### config.mk
export PLATFORM = sky130hd
export DESIGN_NAME = ex_muldiv_unit
export DESIGN_NICKNAME = d
export VERILOG_FILES = /design/src/rtl/ex_muldiv_unit_pkg.sv /design/src/rtl/ex_muldiv_unit_iter_core.sv /design/src/rtl/ex_muldiv_unit.sv
export SDC_FILE = /design/constraint.sdc
export NUM_CORES = 1
export LEC_CHECK = 0
export CORE_UTILIZATION = 60
export DETAILED_ROUTE_END_ITERATION = 8
export PLACE_DENSITY = 0.84
export SETUP_SLACK_MARGIN = 0.15
export SLEW_MARGIN = 25
export SYNTH_ARGS = -nofsm -noshare
export SYNTH_HDL_FRONTEND = slang
export SYNTH_HIERARCHICAL = 1
export SYNTH_SLANG_ARGS = --single-unit
### constraint.sdc
create_clock -name clk -period 9 [get_ports clk]
set_clock_uncertainty 0.15 [all_clocks]
set_input_delay 0.9 -clock clk [delete_from_list [all_inputs] [get_ports clk]]
set_output_delay 0.9 -clock clk [all_outputs]
set_load 0.05 [all_outputs]
### src/rtl/ex_muldiv_unit_pkg.sv
// Shared definitions for the EX-stage multiply/divide unit.
// The function-code constants are the same ones used by the ALU control
// decoder and the hazard unit, so all three agree on the encodings.
package ex_muldiv_unit_pkg;

    localparam logic [5:0] FN_MULT  = 6'b011000;
    localparam logic [5:0] FN_MULTU = 6'b011001;
    localparam logic [5:0] FN_DIV   = 6'b011010;
    localparam logic [5:0] FN_DIVU  = 6'b011011;
    localparam logic [5:0] FN_MFHI  = 6'b010000;
    localparam logic [5:0] FN_MFLO  = 6'b010010;
    localparam logic [5:0] FN_MTHI  = 6'b010001;
    localparam logic [5:0] FN_MTLO  = 6'b010011;

    typedef enum logic [1:0] {
        ST_IDLE = 2'd0,
        ST_MUL  = 2'd1,
        ST_DIV  = 2'd2
    } state_t;

    // Any code that touches HI/LO and therefore must wait for an in-flight op
    function automatic logic is_muldiv_fn(input logic [5:0] fn);
        return (fn == FN_MULT) || (fn == FN_MULTU) || (fn == FN_DIV) || (fn == FN_DIVU) ||
               (fn == FN_MFHI) || (fn == FN_MFLO) || (fn == FN_MTHI) || (fn == FN_MTLO);
    endfunction

endpackage

### src/rtl/ex_muldiv_unit_iter_core.sv
// Bit-serial multiply/divide datapath: one radix-2 step per enabled cycle.
// Multiply: {acc, q} is the product shift register, LSB-first shift-add.
// Divide: acc is the partial remainder, q shifts the dividend out and the
// quotient in (restoring shift-subtract). Operands arrive as magnitudes.
module muldiv_iter_core #(
    parameter int DATA_W = 32
) (
    input  logic              clk,
    input  logic              rst_n,
    input  logic              load,
    input  logic              step,
    input  logic              div_mode,
    input  logic [DATA_W-1:0] a_mag,
    input  logic [DATA_W-1:0] b_mag,
    output logic [DATA_W-1:0] acc_nxt,
    output logic [DATA_W-1:0] q_nxt
);

    logic [DATA_W-1:0] acc_q, acc_d;
    logic [DATA_W-1:0] q_q, q_d;
    logic [DATA_W-1:0] b_q, b_d;
    logic [DATA_W:0]   sum;
    logic [DATA_W:0]   shifted;
    logic [DATA_W:0]   diff;

    // Result of one step, exposed so the owner can capture the final step directly
    always_comb begin
        sum     = {1'b0, acc_q} + (q_q[0] ? {1'b0, b_q} : '0);
        shifted = {acc_q, q_q[DATA_W-1]};
        diff    = shifted - {1'b0, b_q};
        acc_nxt = sum[DATA_W:1];
        q_nxt   = {sum[0], q_q[DATA_W-1:1]};
        if (div_mode) begin
            if (!diff[DATA_W]) begin
                acc_nxt = diff[DATA_W-1:0];
                q_nxt   = {q_q[DATA_W-2:0], 1'b1};
            end else begin
                acc_nxt = shifted[DATA_W-1:0];
                q_nxt   = {q_q[DATA_W-2:0], 1'b0};
            end
        end
    end

    // Load fresh operands or advance the shift registers by one step
    always_comb begin
        acc_d = acc_q;
        q_d   = q_q;
        b_d   = b_q;
        if (load) begin
            acc_d = '0;
            q_d   = a_mag;
            b_d   = b_mag;
        end else if (step) begin
            acc_d = acc_nxt;
            q_d   = q_nxt;
        end
    end

    // Datapath registers
    always_ff @(posedge clk or negedge rst_n) begin
        if (!rst_n) begin
            acc_q <= '0;
            q_q   <= '0;
            b_q   <= '0;
        end else begin
            acc_q <= acc_d;
            q_q   <= q_d;
            b_q   <= b_d;
        end
    end

endmodule

### src/rtl/ex_muldiv_unit.sv
// EX-stage multiply/divide unit: FSM, iteration counter, sign fix-up,
// architectural HI/LO and the stall request to the hazard unit.
// Optional build macro MULDIV_FAST_MUL_EN: MULT/MULTU complete in a single
// cycle through a `*` operator; DIV/DIVU stay iterative in both builds.
module ex_muldiv_unit
    import ex_muldiv_unit_pkg::*;
#(
    parameter int DATA_W = 32,
    parameter int CNT_W  = 6
) (
    input  logic              clk,
    input  logic              rst_n,
    input  logic              op_valid,
    input  logic [5:0]        alu_control,
    input  logic [DATA_W-1:0] rs_data,
    input  logic [DATA_W-1:0] rt_data,
    input  logic              flush,
    output logic              busy,
    output logic              stall_req,
    output logic [DATA_W-1:0] mf_result,
    output logic [DATA_W-1:0] hi_out,
    output logic [DATA_W-1:0] lo_out
);

    state_t            state_q, state_d;
    logic [CNT_W-1:0]  cnt_q, cnt_d;
    logic [DATA_W-1:0] hi_q, hi_d;
    logic [DATA_W-1:0] lo_q, lo_d;
    logic              neg_q, neg_d;
    logic              rem_neg_q, rem_neg_d;
    logic              zero_q, zero_d;

    logic              is_mul, is_div, is_signed, accept;
    logic              core_load, core_step, last_step;
    logic              a_neg, b_neg;
    logic [DATA_W-1:0] a_mag, b_mag, acc_nxt, q_nxt;
    logic [2*DATA_W-1:0] prod_mag;
`ifdef MULDIV_FAST_MUL_EN
    logic [2*DATA_W-1:0] fast_a, fast_b, fast_prod;
`endif

    // Decode the function code and form operand magnitudes for a start
    always_comb begin
        is_mul    = (alu_control == FN_MULT) || (alu_control == FN_MULTU);
        is_div    = (alu_control == FN_DIV)  || (alu_control == FN_DIVU);
        is_signed = (alu_control == FN_MULT) || (alu_control == FN_DIV);
        accept    = op_valid && !flush && (state_q == ST_IDLE);
        a_neg     = is_signed && rs_data[DATA_W-1];
        b_neg     = is_signed && rt_data[DATA_W-1];
        a_mag     = a_neg ? -rs_data : rs_data;
        b_mag     = b_neg ? -rt_data : rt_data;
`ifdef MULDIV_FAST_MUL_EN
        core_load = accept && is_div;
        fast_a    = is_signed ? {{DATA_W{rs_data[DATA_W-1]}}, rs_data} : {{DATA_W{1'b0}}, rs_data};
        fast_b    = is_signed ? {{DATA_W{rt_data[DATA_W-1]}}, rt_data} : {{DATA_W{1'b0}}, rt_data};
        fast_prod = fast_a * fast_b;
`else
        core_load = accept && (is_mul || is_div);
`endif
        core_step = (state_q != ST_IDLE);
        last_step = core_step && (cnt_q == CNT_W'(DATA_W - 1));
        prod_mag  = {acc_nxt, q_nxt};
    end

    // FSM next state, counter, sign capture and HI/LO update
    always_comb begin
        state_d   = state_q;
        cnt_d     = cnt_q;
        hi_d      = hi_q;
        lo_d      = lo_q;
        neg_d     = neg_q;
        rem_neg_d = rem_neg_q;
        zero_d    = zero_q;
        if (state_q == ST_IDLE) begin
            if (core_load) begin
                state_d   = is_div ? ST_DIV : ST_MUL;
                cnt_d     = '0;
                neg_d     = a_neg ^ b_neg;
                rem_neg_d = a_neg;
                zero_d    = (rt_data == '0);
            end
`ifdef MULDIV_FAST_MUL_EN
            if (accept && is_mul) begin
                {hi_d, lo_d} = fast_prod;
            end
`endif
            if (accept && (alu_control == FN_MTHI)) begin
                hi_d = rs_data;
            end
            if (accept && (alu_control == FN_MTLO)) begin
                lo_d = rs_data;
            end
        end else if (flush) begin
            state_d = ST_IDLE;
            cnt_d   = '0;
        end else if (last_step) begin
            state_d = ST_IDLE;
            cnt_d   = '0;
            if (state_q == ST_MUL) begin
                {hi_d, lo_d} = neg_q ? -prod_mag : prod_mag;
            end else begin
                lo_d = zero_q ? '1 : (neg_q ? -q_nxt : q_nxt);
                hi_d = rem_neg_q ? -acc_nxt : acc_nxt;
            end
        end else begin
            cnt_d = cnt_q + CNT_W'(1);
        end
    end

    // Control and architectural registers
    always_ff @(posedge clk or negedge rst_n) begin
        if (!rst_n) begin
            state_q   <= ST_IDLE;
            cnt_q     <= '0;
            hi_q      <= '0;
            lo_q      <= '0;
            neg_q     <= 1'b0;
            rem_neg_q <= 1'b0;
            zero_q    <= 1'b0;
        end else begin
            state_q   <= state_d;
            cnt_q     <= cnt_d;
            hi_q      <= hi_d;
            lo_q      <= lo_d;
            neg_q     <= neg_d;
            rem_neg_q <= rem_neg_d;
            zero_q    <= zero_d;
        end
    end

    // Stall and move-from result; an MFHI/MFLO that is stalled reads as zero
    always_comb begin
        busy      = (state_q != ST_IDLE);
        stall_req = busy && op_valid && is_muldiv_fn(alu_control);
        hi_out    = hi_q;
        lo_out    = lo_q;
        mf_result = '0;
        if (op_valid && !stall_req) begin
            if (alu_control == FN_MFHI) begin
                mf_result = hi_q;
            end else if (alu_control == FN_MFLO) begin
                mf_result = lo_q;
            end
        end
    end

    muldiv_iter_core #(
        .DATA_W (DATA_W)
    ) u_core (
        .clk      (clk),
        .rst_n    (rst_n),
        .load     (core_load),
        .step     (core_step),
        .div_mode (state_q == ST_DIV),
        .a_mag    (a_mag),
        .b_mag    (b_mag),
        .acc_nxt  (acc_nxt),
        .q_nxt    (q_nxt)
    );

endmodule
# Yosys cells after proc, flatten, opt, wreduce, memory -nomap -nowiden

Cells that the tools add are included.

Add/subtract/negate cells: 8
Equality and inequality tests: 15
Muxes and demuxes: 37
Bitwise operators: 1
Reduce and logical (&&, ||, !) cells: 33

Operator list:

| cell                                                   | count |
|---|---|
| two-way mux 32 bit                                     | 26 |
| negation 32 bit                                        | 4 |
| two-way mux 64 bit                                     | 1 |
| negation 64 bit                                        | 1 |
| == test 6 x 5 -> 1 bit (second input constant)         | 9 |
| adder 32 x 33 -> 33 bit                                | 1 |
| subtractor 33 x 32 -> 33 bit                           | 1 |
| logical NOT 32 bit                                     | 1 |
| two-way mux 6 bit                                      | 4 |
| logical AND 1 bit                                      | 11 |
| logical OR 1 bit                                       | 10 |
| two-way mux 2 bit                                      | 5 |
| adder 6 x 1 -> 6 bit (second input constant)           | 1 |
| inequality test 2 x 1 -> 1 bit (second input constant) | 3 |
| AND reduction 3 bit                                    | 2 |
| nonzero test 2 bit                                     | 3 |
| AND reduction 2 bit                                    | 2 |
| nonzero test 3 bit                                     | 1 |
| == test 2 x 1 -> 1 bit (second input constant)         | 1 |
| == test 2 bit (second input constant)                  | 1 |
| logical NOT 1 bit                                      | 2 |
| logical NOT 2 bit                                      | 1 |
| inequality test 2 bit (second input constant)          | 1 |
| two-way mux 1 bit                                      | 1 |
| bitwise XOR 1 bit                                      | 1 |

Register bits: 171
Output and inout bits: 98
Word-level logic and storage cells: 104

# Longest topological paths before layout

Gate-level depths: netlist (run 1).

Word-level depth: 12
Gate-level depth with buffers: 21

# Hierarchy

The synthesis (run 1) kept the hierarchy.

By module, submodules not included:

| module           | times used | cells each | area an instance (um2) |
|---|---|---|---|
| muldiv_iter_core | 1          | 1032       | 8550.7 |
| ex_muldiv_unit   | 1          | 923        | 6979.2 |

# Worst setup path before layout (run 1)

No wires, ideal clock.

Kind: register to register
From: register u_core.q_q[31]
To: register hi_q[29] (netlist: hi_out[29])
Library setup time: 0.133 ns
Arrival time: 4.981 ns
Path slack: 3.736 ns
Cell stages (with the launch flop): 20
Buffers on the path: 0
Clock period less this slack: 5.264 ns
Path through: dfrtp_1 inv_1 ha_1 inv_1 fa_1 a211oi_2 o21ai_2 o2111a_2 o2111a_1 or3_4 a21oi_1 xor2_1 a21oi_1 mux2_2 or4_4 or4b_4 or4_4 or3_1 a21oi_1 nor4_1

Cells in the longest elaborated chain, start to end: 9
Elaborated cells on any way between the ends: 13

Ends and longest elaborated chain:

| element                                                  | line                                         | RTL |
|---|---|---|
| start: declaration                                       | ex_muldiv_unit_iter_core.sv:20               | `logic [DATA_W-1:0] q_q, q_d;` |
| start signal: assignment                                 | ex_muldiv_unit_iter_core.sv:67               | `q_q <= q_d;` |
| subtractor 33 x 32 -> 33 bit *                           | ex_muldiv_unit_iter_core.sv:30               | `diff = shifted - {1'b0, b_q};` |
| two-way mux 32 bit *                                     | ex_muldiv_unit_iter_core.sv:34               | `if (!diff[DATA_W]) begin` |
| two-way mux 32 bit *                                     | ex_muldiv_unit_iter_core.sv:33               | `if (div_mode) begin` |
| named net acc_nxt[24]                                    | ex_muldiv_unit.sv:36                         | `logic [DATA_W-1:0] a_mag, b_mag, acc_nxt, q_nxt;` |
| negation 64 bit or negation 32 bit (tied branches)       | ex_muldiv_unit.sv:100, ex_muldiv_unit.sv:103 |  |
| two-way mux 64 bit or two-way mux 32 bit (tied branches) | ex_muldiv_unit.sv:100, ex_muldiv_unit.sv:103 |  |
| two-way mux 32 bit *                                     | ex_muldiv_unit.sv:99                         | `if (state_q == ST_MUL) begin` |
| two-way mux 32 bit *                                     | ex_muldiv_unit.sv:96                         | `end else if (last_step) begin` |
| two-way mux 32 bit *                                     | ex_muldiv_unit.sv:93                         | `end else if (flush) begin` |
| two-way mux 32 bit *                                     | ex_muldiv_unit.sv:74                         | `if (state_q == ST_IDLE) begin` |
| end signal: assignment                                   | ex_muldiv_unit.sv:123                        | `hi_q <= hi_d;` |
| end: declaration                                         | ex_muldiv_unit.sv:27                         | `logic [DATA_W-1:0] hi_q, hi_d;` |

The timed path passes the listed nets; every way through them passes the cells marked *. The select of a mux whose other input is x is not followed.
A chain may end at the register's enable or synchronous reset.

# Final worst setup path (run 1)

From: register u_core.q_q[0]
To: register hi_q[31] (netlist: hi_out[31])

Cells in the longest elaborated chain, start to end: 9
Elaborated cells on any way between the ends: 12

Ends and longest elaborated chain:

| element                                                  | line                                         | RTL |
|---|---|---|
| two-way mux 32 bit *                                     | ex_muldiv_unit_iter_core.sv:28               | `sum = {1'b0, acc_q} + (q_q[0] ? {1'b0, b_q} : '0);` |
| adder 32 x 33 -> 33 bit *                                | ex_muldiv_unit_iter_core.sv:28               |  |
| two-way mux 32 bit *                                     | ex_muldiv_unit_iter_core.sv:33               |  |
| named net acc_nxt[23]                                    | ex_muldiv_unit.sv:36                         |  |
| negation 64 bit or negation 32 bit (tied branches)       | ex_muldiv_unit.sv:100, ex_muldiv_unit.sv:103 |  |
| two-way mux 64 bit or two-way mux 32 bit (tied branches) | ex_muldiv_unit.sv:100, ex_muldiv_unit.sv:103 |  |
| two-way mux 32 bit *                                     | ex_muldiv_unit.sv:99                         |  |
| two-way mux 32 bit *                                     | ex_muldiv_unit.sv:96                         |  |
| two-way mux 32 bit *                                     | ex_muldiv_unit.sv:93                         |  |
| two-way mux 32 bit *                                     | ex_muldiv_unit.sv:74                         |  |

Marks and branches as above.

==> results of run 1 <==
[cell usage after synthesis, drive strengths merged, types with 6 or more instances]
cell | n | area, um2
nand2 | 208 | 783
nand4 | 25 | 156
buf | 17 | 97.6
and3 | 12 | 75.1
a21o | 44 | 330
a211oi | 18 | 153
a21boi | 7 | 56.3
a311oi | 6 | 58.8
xor2 | 52 | 455
o21ai | 190 | 958
nand2b | 13 | 81.3
nor3 | 48 | 255
or3 | 30 | 193
clkbuf | 87 | 328
o211ai | 14 | 105
o21a | 14 | 105
inv | 64 | 240
xnor2 | 108 | 946
nor2b | 9 | 56.3
o22ai | 47 | 294
dfrtp | 171 | 4280
ha | 69 | 863
a21oi | 120 | 601
nor2 | 177 | 664
mux2 | 36 | 405
a31oi | 21 | 131
mux2i | 95 | 951
o31ai | 31 | 243
or4 | 20 | 158
nor4 | 26 | 169
nand3 | 36 | 180
and2 | 41 | 257
o41ai | 18 | 165
[stage by stage]
stage,area [um2],power (mW)
2_1_floorplan,15500,4.05
3_3_place_gp,17400,5.02
3_5_place_dp,17400,5.09
4_1_cts,18000,5.85
5_1_grt,18000,6.34
6_report,18000,5.96
[report_power, final]
group          switching [mW]  total [mW]  internal, mW
combinational            2.47        3.98          1.51
sequential              0.260        1.23         0.973
clock                   0.358       0.755         0.397
total                    3.09        5.96          2.88
[critical path: cells and delay by family, from the launching register on]
kind            cells  cell delay (ps)
flops               1              730
simple gates        6             2310
xor+xnor            1              150
fa+ha+maj           2              640
mux                 1              140
compound gates      8             1970
[sequential cells by signal (all words and copies together), names as in the netlist]
register and count:
u_core/b_q 32, cnt_q 6, lo_out 32, state_q 2, hi_out 32, rem_neg_q 1, u_core/acc_q 32, neg_q 1
zero_q 1, u_core/q_q 32
[cell families after synthesis]
kind of cell / after synthesis / share of synthesized area, %
fa+ha+maj: 71 / 5.82
simple gates: 674 / 21.1
compound gates: 577 / 23.4
flops: 171 / 27.6
xor+xnor: 160 / 9.02
buf+inv: 171 / 4.36
mux: 131 / 8.73
[area by class of cell]
class                      instances  area (um2)
antenna                            1        2.50
clock buffer                      19         443
clock inverter                    13         136
fill                            2036        7270
inverter                          67         256
multi-input combinational       1613       10600
sequential                       171        4280
tap                              330         413
timing repair buffer             187        1840
[metal layers]
layer	vias up	wire length [um]	track usage, %
met2	887	24700	65.6
met3	161	4630	7.08
met1	7555	20900	50.1
li1	7336	-	-
met4	0	2640	21.4
met5	-	0	0
[final timing paths]
check | start | end | slack (ps) | cells after the start
max | u_core/q_q[0] | hi_out[31] | 2760 | 18
min in group clk | lo_out[6] | lo_out[6] | 360 | 2
max reg2reg | u_core/q_q[0] | hi_out[31] | 2760 | 18
min reg2reg | lo_out[6] | lo_out[6] | 360 | 2
min | rst_n | u_core/q_q[19] | 360 | 1
max in group asynchronous | rst_n | u_core/acc_q[17] | 7150 | 2
==> metrics.txt, run 1 <==
Hold WS 357 ps; ys flop type dfrtp_1; via/cell ratio 6.64; DIE AREA 26,500 um2; worst slack, placed 2830 ps; Hold WC Path Type in2async; DR WL/cell 22.0 um; # rows 58; PnR worst setup slack 2760 ps; final net count 2,202; Post-CTS Resized 0; fin util 71.2%; Starting Density 61.5%; leakage 7.27 nW; FFs w/ async S/R, synth 100%; Final Setup Violations 0; TritonCTS clock tree yes; clock buffer depth 2; fin crit period 6240 ps; P&R area growth vs syn 15.8%; routed wire length 52,900 um; CP peak stage delay 730 ps; gpl congestion 0.984; CTS root buf clkbuf_16; Core Region 25,300 um2; number of max-cap violations 0; total CTS buffers 17; Final Non-Filler Cells 2,401; status complete, no violations; layout cells sized above 1 6.04%; most frequent cells in the layout 207 x nand2_1, 178 x o21ai_0, 176 x nor2_1, 171 x dfrtp_1, 169 x clkdlybuf4s50_1; dpl hpwl 40,000 um; synthesized area 15,500 um2; syn nets 2,100; Worst path most repeated cell a21o_1; WP data arrival 6370 ps; max frequency 0.160 GHz; largest net degree at the start of global routing 111; Die W 163 um; 1st-pass router iterations 6; DR DRC count 0; crit start category flop; port buffer count 171; CP max stage cell dfrtp_1; CP Data Required Time 9130 ps; overall die height 163 um; vias after detailed routing 15.9k; syn_area_per_cell 7.94 um2; Post-Place Cells 2,368; GR Overflow Total 0; Worst Tran Pin Value 1080 ps; io pins 172; Setup TNS 0 ps; Seq cells post-synth 171; Worst-path clk slew 80 ps; RSZ-0062 raised after global routing no; sequential share of the synthesized area 27.6%; crit path kind reg2reg; Skew-Pair Late Insertion Delay 450 ps; htree depth 4; slew margin rel. 28.1%; crit-path cells and2_1 -> ha_1 -> fa_1 -> a21o_1 -> nand4_1 -> a21oi_1 -> o31ai_1 -> o21ai_1 -> a221o_1 -> xnor2_1 -> o22ai_1 -> a21o_1 -> or4_4 -> or4b_4 -> or4_1 -> or3_1 -> mux2i_1 -> a211oi_1; Final ANT Viol Nets 0; Hold Fails Final Rpt 0; EDFF count, synth 0; initial antenna violation count 1; clk sink count 171; CP Capture Type flop; first-pass GRT wire length 82,200 um; hold_buf cts 0; pwr/cell area 332 nW/um2; commonest non-fill, non-tap cell in the layout nand2_1; fin crit share 69.3%; setup bufs post-CTS 0; Synth Instances 1,955; CP max FO 34; global-route usage over all layers 40.0%; Warnings, synthesis 6; Pins Over Slew Limit 0; Starting DRT DRC Count 1,638; VDD IR max 0.000188 V; Netlist cell types 91; vias in the first global route 15.1k
Power figures use the tool's default switching activity.
==> run 2: changes to the inputs <==
--- a/config.mk
+++ b/config.mk
@@ -5,9 +5,9 @@
 export SDC_FILE = /design/constraint.sdc
 export NUM_CORES = 1
 export LEC_CHECK = 0
-export CORE_UTILIZATION = 60
+export CORE_UTILIZATION = 59
 export DETAILED_ROUTE_END_ITERATION = 8
-export PLACE_DENSITY = 0.84
+export PLACE_DENSITY = 0.83
 export SETUP_SLACK_MARGIN = 0.15
 export SLEW_MARGIN = 25
 export SYNTH_ARGS = -nofsm -noshare
==> constraint.sdc (replaced) <==
create_clock -name clk -period 6.1 [get_ports clk]
set_clock_uncertainty 0.15 [all_clocks]
set_input_delay 0.61 -clock clk [delete_from_list [all_inputs] [get_ports clk]]
set_output_delay 0.61 -clock clk [all_outputs]
set_load 0.05 [all_outputs]
==> metrics.txt, run 2 (same netlist as run 1, synthesis figures left out) <==
worst slack, placed 252 ps (was 2830 ps); Worst Tran Pin Value 1030 ps (was 1080 ps); crit path buf inv count 0 (unchanged); global-route usage over all layers 39.6% (was 40.0%); status complete, no violations (unchanged); most frequent cells in the layout 207 x nand2_1, 177 x o21ai_0, 176 x nor2_1, 170 x dfrtp_1, 169 x clkdlybuf4s50_1 (was 207 x nand2_1, 178 x o21ai_0, 176 x nor2_1, 171 x dfrtp_1, 169 x clkdlybuf4s50_1); DR DRC count 0 (unchanged); TritonCTS clock tree yes (unchanged); Flop pwr share 19.5% (was 20.7%); WP data arrival 5850 ps (was 6370 ps); overall die height 164 um (was 163 um); CP max FO 5 (was 34); Setup TNS 0 ps (unchanged); CP Data Required Time 6210 ps (was 9130 ps); commonest non-fill, non-tap cell in the layout nand2_1 (unchanged); share of total power in the clock network 13.2% (was 12.7%); Starting Density 59.9% (was 61.5%); Skew-Pair Late Insertion Delay 450 ps (about the same); GR Overflow Total 0 (unchanged); # rows 59 (was 58); dpl hpwl 40,800 um (was 40,000 um); largest net degree at the start of global routing 121 (was 111); fin crit share 94.1% (was 69.3%); DIE AREA 27,000 um2 (was 26,500 um2); Pins Over Slew Limit 0 (unchanged); CP max stage cell or4_4 (was dfrtp_1); Logic pwr share 67.3% (was 66.7%); io pins 172 (unchanged); P&R area growth vs syn 17.8% (was 15.8%); diodes inserted 0 (was 1); CP delay by family, top simple AND/OR/NAND/NOR gates (unchanged); PnR worst setup slack 359 ps (was 2760 ps); max frequency 0.174 GHz (was 0.160 GHz); htree depth 4 (unchanged); Core Region 25,900 um2 (was 25,300 um2); vias in the first global route 15.0k (was 15.1k); clk sink count 171 (unchanged); clock buffer depth 2 (unchanged); CP Capture Type flop (unchanged); final net count 2,231 (was 2,202); layout cells sized above 1 7.53% (was 6.04%); Worst-path clk slew 70 ps (was 80 ps); total CTS buffers 17 (unchanged); CTS root buf clkbuf_16 (unchanged); crit start category flop (unchanged); Final ANT Viol Nets 0 (unchanged); crit path kind reg2reg (unchanged); crit-path cells and2_1 -> ha_1 -> fa_1 -> a21o_1 -> nand4_1 -> a21oi_1 -> o31ai_2 -> o21ai_1 -> a221o_1 -> xnor2_1 -> o22ai_1 -> a21o_1 -> or4_4 -> or4b_4 -> or4_4 -> or3_1 -> mux2i_1 -> a211oi_1 (was and2_1 -> ha_1 -> fa_1 -> a21o_1 -> nand4_1 -> a21oi_1 -> o31ai_1 -> o21ai_1 -> a221o_1 -> xnor2_1 -> o22ai_1 -> a21o_1 -> or4_4 -> or4b_4 -> or4_1 -> or3_1 -> mux2i_1 -> a211oi_1); Final Setup Violations 0 (unchanged); Post-Place Cells 2,398 (was 2,368); Sw Share 50.6% (was 51.8%); slew margin rel. 31.4% (was 28.1%); vias after detailed routing 16.1k (was 15.9k); VDD IR max 0.000258 V (was 0.000188 V); Final Non-Filler Cells 2,433 (was 2,401); routed wire length 53,600 um (was 52,900 um); DR WL/cell 22.0 um (about the same); fin crit period 5740 ps (was 6240 ps); Hold WC Path Type reg2reg (was in2async); CP peak stage delay 510 ps (was 730 ps); Sw Pwr 4.66 mW (was 3.09 mW); Starting DRT DRC Count 1,868 (was 1,638); port buffer count 171 (unchanged); first-pass GRT wire length 82,100 um (was 82,200 um); Hold Fails Final Rpt 0 (unchanged); pwr/cell area 503 nW/um2 (was 332 nW/um2); Int Power 4.54 mW (was 2.88 mW); initial antenna violation count 1 (unchanged); Die W 164 um (was 163 um); RSZ-0062 raised after global routing no (unchanged); gpl congestion 0.986 (was 0.984); 1st-pass router iterations 7 (was 6); number of max-cap violations 0 (unchanged); Hold WS 360 ps (was 357 ps); via/cell ratio 6.61 (was 6.64); fin util 70.6% (was 71.2%); leakage 7.44 nW (was 7.27 nW)
run 2: worst min-delay path, stage by stage, from the launching register on:
cell,delay (ps)
dfrtp_1,360
nand2_1,50
o21ai_0,60
run 2: through the flow:
step	power [mW]	cell area [um2]
2_1_floorplan	5.97	15500
3_3_place_gp	7.60	17600
3_5_place_dp	7.71	17600
4_1_cts	8.95	18200
5_1_grt	9.73	18300
6_report	9.20	18300
run 2: final cells by class:
cell class / instances / area, um2
multi-input cells: 1614 / 10700
fillers: 2116 / 7610
flip-flops and latches: 171 / 4280
repair buffers: 215 / 2050
clock buffers: 17 / 425
well taps: 335 / 419
inverters: 67 / 256
clock inverters: 14 / 208
run 2: what timing repair did:
| item | in CTS | in global routing |
|---|---|---|
| resized for setup | 0 | 9 |
| hold buffers | 1 | 0 |
| buffers inserted | 0 | 2 |
| endpoints found under the setup margin | 0 | 9 |
| endpoints found under the hold margin | 17 | 0 |
run 2: power groups by stage:
stage	logic, mW	registers [mW]	clock network [mW]
2_1_floorplan	4.20	1.77	0
4_1_cts	5.97	1.77	1.21
3_3_place_gp	5.83	1.77	0
3_5_place_dp	5.92	1.79	0
6_report	6.19	1.79	1.22
5_1_grt	6.65	1.82	1.26
run 2: final timing paths:
path	startpoint	to	slack (ps)	cells after the start
max	u_core/q_q[0]	hi_out[31]	360	18
min	lo_out[1]	lo_out[1]	360	2
max reg2reg	u_core/q_q[0]	hi_out[31]	360	18
min reg2reg	lo_out[1]	lo_out[1]	360	2
max in group asynchronous	rst_n	u_core/q_q[0]	4120	3
min in group asynchronous	rst_n	lo_out[21]	530	2
run 2: layer usage:
layer  vias up  part of all wire [%]  track usage [%]
met5         -                     0                0
met4         0                   5.8             23.5
met3       207                   8.0             5.81
met2       891                    47             65.6
met1      7584                    39             48.8
li1       7390                     -                -
==> variant (config.mk and constraints of run 2) <==
Reset style: synchronous (`rst_n`), changed in 2 clocked blocks.
--- a/src/rtl/ex_muldiv_unit_iter_core.sv
+++ b/src/rtl/ex_muldiv_unit_iter_core.sv
@@ -58,5 +58,5 @@
 
     // Datapath registers
-    always_ff @(posedge clk or negedge rst_n) begin
+    always_ff @(posedge clk) begin
         if (!rst_n) begin
             acc_q <= '0;
--- a/src/rtl/ex_muldiv_unit.sv
+++ b/src/rtl/ex_muldiv_unit.sv
@@ -109,5 +109,5 @@
 
     // Control and architectural registers
-    always_ff @(posedge clk or negedge rst_n) begin
+    always_ff @(posedge clk) begin
         if (!rst_n) begin
             state_q   <= ST_IDLE;
Behaviour: differs if rst_n is asserted again (counterexample within 4 cycles, from zero or initial values and one cycle with rst_n low); with rst_n held inactive, the same outputs for 4 cycles.
==> variant against run 2 <==
  * Cell area barely moved
  * Worst setup slack better by 0.0078 ns
  * Sequential cell count unchanged
  * Highest routed layer unchanged
  * Synthesized area increased by 0.73%
  * Utilization is 0.34 points lower
  * Routed wire length rose by 9.3%
Power is not compared: it rests on default switching activity, and its combinational part moved more than twofold at a synthesized area within 25%.
==> variant: results (changes against run 2) <==
Result of the run: completed (unchanged). The buffer count from post-CTS setup fixing is 0 (unchanged). The setup slack at placement came out at 0.360 ns (was 0.252 ns). The dominant synthesized flop cell is dfxtp_1 (was dfrtp_1).

The global-route track usage on met3 is 0.0836 (was 0.0581). The met2 track utilization from global routing was 0.705 (was 0.656). The depth of the CTS H-tree is 4 (unchanged). The post-synthesis net count came out at 2269 (was 2100). The number of filler cells placed in the layout is 2214 (was 2116). The master of the slowest instance on the critical path is or4b_2 (was or4_4).

Clock latency on the worst-skew pair, taken at its later pin, is 0.44 ns. The adder-cell share of the synthesized area was 0.0578 (was 0.0582). The overall track demand over capacity in global routing is 0.427 (was 0.396).

The leakage dissipation is 7.25 nW. The tightest slew margin relative to the limit came out at 0.294 (was 0.314). The cell area reported after detailed placement is 17700 µm² (was 17600 µm²).

The average size of a mapped cell is 7.36 µm² (was 7.94 µm²). The xor and xnor area share after synthesis is 0.0885 (was 0.0902). The class of the most critical hold timing path is reg -> reg (unchanged). The count of buffers inserted at the top-level ports came out at 171 (unchanged). The number of global-route vias before repair is 16.3k (was 15.0k).

Leading cell types by total area after synthesis: dfxtp_1 (22%), ha_1 (5.5%), a21oi_1 (5.4%) (was dfrtp_1 (28%), mux2i_1 (6.1%), xnor2_1 (6.1%)). The portion of the post-synthesis area used by sequential elements came to 0.219 (was 0.276). The initial antenna violation count is 2 (was 1). The clock tree root buffer cell is clkbuf_16 (unchanged). The number of detailed-routing iterations run before antenna repair is 6 (was 7). The number of placed cells counting well taps came out at 2547 (was 2398).

The largest net degree at the start of global routing came out at 87 (was 121). The number of DRC violations after detailed-routing iteration 0 came out at 2204 (was 1868). The share of final-layout standard cells stronger than drive strength 1 is 0.0780 (was 0.0753). The remaining global-route overflow is 0 (unchanged). Synth top cells by count: nor2_1 (221), nand2_1 (189), dfxtp_1 (171) (was nand2_1 (207), o21ai_0 (178), nor2_1 (177)).

The areal power density over the cells came out at 173 nW/µm². The complex-gate fraction of the synthesized area is 0.251 (was 0.234). The routing usage on met1 is 0.492 (was 0.488). The proportion of register bits with asynchronous set or reset after synthesis came out at 0 (was 1.00). The peak fanout along the critical path was 8 (was 5). VDD sags by at most 0.000146 V. The wire length of the first global-routing pass is 89.8 mm (was 82.1 mm).

The vias per cell came out at 6.76 (was 6.61). The sum of net half-perimeters after detailed placement is 44.6 mm (was 40.8 mm). The count of non-filler cells in the finished layout is 2581 (was 2433).

The total number of nets in the final design is 2377 (was 2231). The mux cell area share after synthesis is 0.0767 (was 0.0873). The delay of the slowest cell on the worst path was 0.62 ns (was 0.51 ns). The power dissipated in combinational cells is 891 µW. The final weighted congestion in routability-driven placement is 1.04 (was 0.986).

The arrival time at the worst endpoint is 5.92 ns (was 5.85 ns). The distinct cell type count of the synthesized netlist is 92 (was 91). The routed wire length was 58.6 mm (was 53.6 mm). The TritonCTS buffer count is 17 (unchanged).
-- variant: cell types whose count changed after synthesis, sizes merged, moves of 22 or more --
cell / delta
a21boi: +29
a21oi: +49
a31oi: +24
clkbuf: +30
dfrtp: -171
dfxtp: +171
nor2: +45
nor2b: +33
o21ai: -84
o221ai: +23
o22ai: -41
or3: +22
-- variant: worst paths after layout --
kind	from	endpoint	slack, ns	cells after the start
setup / recovery	u_core/q_q[31]	hi_out[14]	0.37	19
setup reg to reg	u_core/q_q[31]	hi_out[14]	0.37	19
hold / removal	lo_out[17]	lo_out[17]	0.32	2
hold reg to reg	lo_out[17]	lo_out[17]	0.32	2
-- variant: critical path: cells and delay by family, from the launching register on --
kind            cells  cell delay, ns
flops               1            0.33
simple gates        6            2.23
fa+ha+maj           3            0.85
buf+inv             3            0.36
compound gates      7            1.72
-- variant: layer usage --
layer / routed length [µm] / vias up
li1: - / 7924
met1: 21700 / 8117
met2: 26600 / 1139
met3: 5720 / 273
met4: 4560 / 0
met5: 0 / -
-- variant: layout make-up --
type | count | area (µm²) | share of cell area
Multi-Input combinational cell | 1740 | 11400 | 0.625
Sequential cell | 171 | 3420 | 0.187
Timing Repair Buffer | 227 | 2140 | 0.117
Clock buffer | 17 | 425 | 0.0232
Tap cell | 335 | 419 | 0.0229
Inverter | 75 | 284 | 0.0155
Clock inverter | 15 | 176 | 0.00963
Antenna cell | 1 | 2.50 | 0.000137
-- variant: repair_timing --
action | in CTS | in global routing
endpoints found under the hold margin | 0 | 0
endpoints found under the setup margin | 0 | 13
gates resized for setup | 0 | 11
